===== src/rtl/ps2_key_decoder.sv =====
// rtl/ps2_key_decoder.sv - PS/2 Set-2 receiver and held-key bitmap decoder
//
// Purpose: conditions the raw PS/2 clock/data pads, receives 11-bit frames
// (start, 8 data LSB first, odd parity, stop), and decodes make/break codes
// into an 8-bit held-key bitmap. Bit order: W A S D L F1 F2 F3 = bits 0..7.
//
// Ports:
//   clk           in   system clock
//   reset         in   asynchronous active-high reset
//   ps2_clk       in   raw PS/2 clock pad (asynchronous)
//   ps2_data      in   raw PS/2 data pad (asynchronous)
//   keyboard_data out  held-key bitmap, 1 = pressed
//   scan_code     out  last byte received with good framing and parity
//   scan_valid    out  one-cycle pulse when scan_code updates
//   frame_err     out  one-cycle pulse on parity/stop error or timeout
//
// Optional feature macro: PS2_FKEY_TOGGLE_EN (F1..F3 become toggle bits that
// flip on a make only after a break has re-armed them).

module ps2_key_decoder #(
  parameter int FILTER_LEN  = 8,
  parameter int TIMEOUT_CYC = 200000
) (
  input  logic       clk,
  input  logic       reset,
  input  logic       ps2_clk,
  input  logic       ps2_data,
  output logic [7:0] keyboard_data,
  output logic [7:0] scan_code,
  output logic       scan_valid,
  output logic       frame_err
);

  localparam int FW = $clog2(FILTER_LEN + 1);
  localparam int WW = $clog2(TIMEOUT_CYC + 1);

  typedef enum logic [1:0] {R_IDLE, R_DATA, R_PAR, R_STOP} rx_state_t;
  typedef enum logic [1:0] {D_BASE, D_BRK, D_EXT, D_EXT_BRK} dec_state_t;

  logic [1:0]    clk_sync, data_sync;
  logic [FW-1:0] filt_cnt;
  logic          clk_filt, clk_filt_q;
  logic          fall, sample;

  rx_state_t     r_state, r_next;
  logic [7:0]    shift_q, shift_d;
  logic [2:0]    bit_cnt_q, bit_cnt_d;
  logic          par_q, par_d;
  logic [WW-1:0] wd_cnt;
  logic          timeout, byte_ok, rx_err;

  dec_state_t    d_state, d_next;
  logic [7:0]    kb_next;
  logic          key_hit;
  logic [2:0]    key_idx;

  // Input conditioning: 2-FF synchronizers, then a glitch filter that only
  // follows the synchronized clock after FILTER_LEN consecutive differing samples.
  always_ff @(posedge clk or posedge reset) begin
    if (reset) begin
      clk_sync   <= 2'b11;
      data_sync  <= 2'b11;
      filt_cnt   <= '0;
      clk_filt   <= 1'b1;
      clk_filt_q <= 1'b1;
    end else begin
      clk_sync   <= {clk_sync[0], ps2_clk};
      data_sync  <= {data_sync[0], ps2_data};
      clk_filt_q <= clk_filt;
      if (clk_sync[1] == clk_filt) begin
        filt_cnt <= '0;
      end else if (filt_cnt == FW'(FILTER_LEN - 1)) begin
        clk_filt <= clk_sync[1];
        filt_cnt <= '0;
      end else begin
        filt_cnt <= filt_cnt + 1'b1;
      end
    end
  end

  assign fall    = clk_filt_q & ~clk_filt;
  assign sample  = data_sync[1];
  // A fall in the same cycle as expiry wins: the keyboard is still talking.
  assign timeout = (r_state != R_IDLE) && !fall && (wd_cnt == WW'(TIMEOUT_CYC - 1));

  always_comb begin
    r_next    = r_state;
    shift_d   = shift_q;
    bit_cnt_d = bit_cnt_q;
    par_d     = par_q;
    byte_ok   = 1'b0;
    rx_err    = 1'b0;
    if (timeout) begin
      r_next = R_IDLE;
      rx_err = 1'b1;
    end else if (fall) begin
      case (r_state)
        R_IDLE: begin
          if (!sample) begin
            r_next    = R_DATA;
            bit_cnt_d = 3'd0;
          end
        end
        R_DATA: begin
          shift_d   = {sample, shift_q[7:1]};
          bit_cnt_d = bit_cnt_q + 3'd1;
          if (bit_cnt_q == 3'd7) r_next = R_PAR;
        end
        R_PAR: begin
          par_d  = sample;
          r_next = R_STOP;
        end
        R_STOP: begin
          r_next = R_IDLE;
          // Odd parity: data plus parity bit must hold an odd number of ones.
          if (sample && (^{shift_q, par_q})) byte_ok = 1'b1;
          else                               rx_err  = 1'b1;
        end
        default: r_next = R_IDLE;
      endcase
    end
  end

  always_ff @(posedge clk or posedge reset) begin
    if (reset) begin
      r_state    <= R_IDLE;
      shift_q    <= '0;
      bit_cnt_q  <= '0;
      par_q      <= 1'b0;
      wd_cnt     <= '0;
      scan_code  <= '0;
      scan_valid <= 1'b0;
      frame_err  <= 1'b0;
    end else begin
      r_state    <= r_next;
      shift_q    <= shift_d;
      bit_cnt_q  <= bit_cnt_d;
      par_q      <= par_d;
      scan_valid <= byte_ok;
      frame_err  <= rx_err;
      if (byte_ok) scan_code <= shift_q;
      if (r_state == R_IDLE || fall) wd_cnt <= '0;
      else                           wd_cnt <= wd_cnt + 1'b1;
    end
  end

  // Scancode to bitmap position.
  always_comb begin
    key_hit = 1'b1;
    key_idx = 3'd0;
    case (shift_q)
      8'h1D:   key_idx = 3'd0;
      8'h1C:   key_idx = 3'd1;
      8'h1B:   key_idx = 3'd2;
      8'h23:   key_idx = 3'd3;
      8'h4B:   key_idx = 3'd4;
      8'h05:   key_idx = 3'd5;
      8'h06:   key_idx = 3'd6;
      8'h04:   key_idx = 3'd7;
      default: key_hit = 1'b0;
    endcase
  end

`ifdef PS2_FKEY_TOGGLE_EN
  logic [2:0] armed, armed_next;
  logic       is_fkey;
  logic [1:0] fidx;
  assign is_fkey = (key_idx >= 3'd5);
  assign fidx    = 2'(key_idx - 3'd5);
`endif

  // The decoder is fed by the byte being accepted this cycle so that
  // keyboard_data lands in the same cycle as the scan_valid pulse.
  always_comb begin
    d_next  = d_state;
    kb_next = keyboard_data;
`ifdef PS2_FKEY_TOGGLE_EN
    armed_next = armed;
`endif
    if (byte_ok) begin
      case (d_state)
        D_BASE: begin
          if (shift_q == 8'hF0)      d_next = D_BRK;
          else if (shift_q == 8'hE0) d_next = D_EXT;
          else if (key_hit) begin
`ifdef PS2_FKEY_TOGGLE_EN
            if (is_fkey) begin
              if (armed[fidx]) begin
                kb_next[key_idx] = ~keyboard_data[key_idx];
                armed_next[fidx] = 1'b0;
              end
            end else begin
              kb_next[key_idx] = 1'b1;
            end
`else
            kb_next[key_idx] = 1'b1;
`endif
          end
        end
        D_BRK: begin
          d_next = D_BASE;
          if (key_hit) begin
`ifdef PS2_FKEY_TOGGLE_EN
            if (is_fkey) armed_next[fidx] = 1'b1;
            else         kb_next[key_idx] = 1'b0;
`else
            kb_next[key_idx] = 1'b0;
`endif
          end
        end
        D_EXT:     d_next = (shift_q == 8'hF0) ? D_EXT_BRK : D_BASE;
        D_EXT_BRK: d_next = D_BASE;
        default:   d_next = D_BASE;
      endcase
    end
  end

  always_ff @(posedge clk or posedge reset) begin
    if (reset) begin
      d_state       <= D_BASE;
      keyboard_data <= '0;
`ifdef PS2_FKEY_TOGGLE_EN
      armed         <= 3'b111;
`endif
    end else begin
      d_state       <= d_next;
      keyboard_data <= kb_next;
`ifdef PS2_FKEY_TOGGLE_EN
      armed         <= armed_next;
`endif
    end
  end

endmodule

===== config.mk =====
export PLATFORM = sky130hd
export DESIGN_NAME = ps2_key_decoder
export DESIGN_NICKNAME = d
export VERILOG_FILES = /design/src/rtl/ps2_key_decoder.sv
export SDC_FILE = /design/constraint.sdc
export NUM_CORES = 1
export LEC_CHECK = 0
export CAP_MARGIN = 25
export CORE_UTILIZATION = 52
export DETAILED_ROUTE_END_ITERATION = 8
export PLACE_DENSITY = 0.75
export SETUP_SLACK_MARGIN = 0.02
export SLEW_MARGIN = 20
export SYNTH_ARGS = -nofsm -noshare
export SYNTH_HDL_FRONTEND = slang
export SYNTH_SLANG_ARGS = --single-unit
export TNS_END_PERCENT = 30

===== constraint.sdc =====
create_clock -name clk -period 1.8 [get_ports clk]
set_input_delay 0.18 -clock clk [delete_from_list [all_inputs] [get_ports clk]]
set_output_delay 0.18 -clock clk [all_outputs]
set_load 0.05 [all_outputs]

==> metrics.cfg <==
[yosys]
synth_area_per_cell_um2 = 11.39
synth_area_um2 = 2997
ys_async_sr_fraction_pct = 100.0
ys.flop_type = dfrtp_1
yosysSeqAreaShare_pct = 52.03
yosysUniqueCellTypes = 45
synth_nets = 276
yosys_warnings = 0
synthCells = 263
synth-edff-count = 0
synth-seq-cells = 62

[detailed_routing]
firstDrtPassIters = 4
ant_nets = 0
drt_iter0_markers = 115
vias = 2153
via_per_inst = 5.396
wl_mm = 6.056
drc = 0
wl_per_cell_um = 15.18

[min_path]
hp-class = input pin to async pin

[clock_tree]
cts.sink_count = 62
cts_hold_buf = 0
ctsLongestPathBuffers = 2
cts_buffers = 9
clockRootBuffer = clkbuf_8
h-tree-depth = 3
insertion_delay_ps = 340
cts_tree = built
cts.clk_slew.worst_paths_ps = 70
post_cts_buffers = 0

[global_routing]
antenna_found_initial = 0
grt_first_pass_wirelength_mm = 10.23
grt_overflow = 0
gr-usage-met1_pct = 27.91
grt_max_degree = 30
grt_use_met3_pct = 6.235
track_usage_pct = 22.00
top_usage_layer = met2
grt_pass1_vias = 2184
grt_util_met2_pct = 35.49

[sta]
clock_skew_ps = 6.557
fmax_ghz = 0.5031
setup_ws_ps = -187.8
hold_viol = 0
whs_ps = 136.3
min_period_ps = 1988
relSlewSlack_pct = 65.84
rsz0062_at_grt = true
drv_slew = 0
tightest_slew_ps = 510.8
setup_viol = 18
min_period_over_period_pct = 110.4

[die]
die_h_um = 77.91
die_w_um = 77.91
rows = 27
core_um2 = 5540
start_util_pct = 54.09
io_pins = 22
dieArea_um2 = 6070

[power]
ir_worst_vdd_mv = 0.5650
p_leak_uw = 0.001792
power_density_nw_per_um2 = 959.2

[critical_path]
cp_cell_sequence = xnor2_2 > buf_4 > xnor3_2 > nor4_2 > mux2_2
crit_path_max_fanout = 5
cp_num_buf_inv = 1
critical-path-max-stage-delay_ps = 480
start_kind = flop
crit_required_ps = 2030
slowest_stage = xnor3_2
crit_family = XOR/XNOR gates
cp.arrival_ps = 2220
crit_path_end_kind = flop
crit_type = flop to flop

[final_layout]
synthToLayoutAreaGrowth_pct = 28.68
antenna_cells = 0
final_common_cell = dfrtp_1
most-common-layout-cells = dfrtp_1, buf_4, nor2_1
nets = 335
drive_gt1_share_pct = 31.50
fin_cells = 399
fillers = 402

[place]
hpwlAfterDp_mm = 4.294
dp.cells = 383
portBuffers = 21
gp_congestion = 0.8282

[status]
violations = negative setup slack
status = finished with violations

[run]
cap_viol_max_count = 0

per-layer routing:
| metal | wire, um | share of wire (%) |
|---|---|---|
| met5 | 0 | 0 |
| met3 | 195 | 3.2 |
| met2 | 3013 | 50 |
| met1 | 2746 | 45 |
| met4 | 100 | 1.7 |
layout make-up:
type,count,area (um^2),share of cell area (%)
clock buffer,12,145.1,3.764
clock inverter,4,22.52,0.5840
inverter,9,33.78,0.8761
multi-input combinational,183,1488,38.58
sequential,62,1559,40.43
tap,72,90.09,2.336
timing repair buffer,57,518.0,13.43
synthesized netlist by cell type (4+ instances only):
| library cell | number | area (um^2) |
|---|---|---|
| a21oi_1 | 4 | 20.02 |
| nand4_1 | 7 | 43.79 |
| ha_1 | 9 | 112.6 |
| nor4_1 | 9 | 56.30 |
| clkbuf_1 | 5 | 18.77 |
| nor3_1 | 7 | 35.03 |
| o21ai_0 | 4 | 20.02 |
| nand2_1 | 20 | 75.07 |
| nor2_1 | 29 | 108.9 |
| mux2_2 | 26 | 292.8 |
| xor2_1 | 9 | 78.83 |
| dfrtp_1 | 56 | 1401 |
| nand2b_1 | 5 | 31.28 |
| nand3_1 | 12 | 60.06 |
| dfstp_2 | 6 | 157.7 |
| nor2b_1 | 4 | 25.02 |
| inv_1 | 8 | 30.03 |
| xnor2_1 | 12 | 105.1 |
repair_timing:
item / CTS / global route
gates resized for setup: 6 / 10
pin swaps: 1 / 5
gates cloned: 0 / 0
setup endpoints to repair: 18 / 20
endpoints found under the hold margin: 0 / 0
cells by family after synthesis:
kind of cell,synth area share [%]
adder cells (fa/ha/maj),3.758
flip-flops,52.02
AO/OA/AOI/OAI,3.257
buffers and inverters,2.923
AND/OR/NAND/NOR,18.62
XOR/XNOR,9.186
multiplexers,10.23
power breakdown:
group          switching [uW]  leakage (uW)  internal [uW]  total [uW]
Sequential                118      0.000838           1530        1650
Combinational             513      0.000868            479         992
Clock                     529     0.0000861            530        1060
Total                    1160       0.00179           2540        3700
path summary, 6_finish.rpt:
check | from | endpoint | slack, ps | cells after the start
max in group asynchronous | reset | data_sync[1]$_DFF_PP1_ | 1110 | 3
hold reg to reg | clk_sync[0]$_DFF_PP1_ | clk_sync[1]$_DFF_PP1_ | 360 | 0
setup reg to reg | shift_q[6]$_DFFE_PP0P_ | flop | -190 | 5
setup / recovery | shift_q[6]$_DFFE_PP0P_ | flop | -190 | 5
min in group clk | ps2_clk | clk_sync[0]$_DFF_PP1_ | 250 | 1
hold / removal | reset | wd_cnt[0]$_DFF_PP0_ | 140 | 2
per-stage QoR:
stage	instance area (um^2)	setup TNS, ps	total power, uW	util, %	setup slack, ps
2_1_floorplan	3042	-1703	2273	-	-170.8
3_3_place_gp	3585	-961.0	2535	64.70	-87.46
3_5_place_dp	3585	-1612	2576	64.70	-152.7
4_1_cts	3792	-1182	3660	68.45	-120.9
5_1_grt	3856	-3096	3916	69.60	-239.8
6_report	3856	-2398	3699	69.60	-187.8
(Power assumes the default switching activity.)
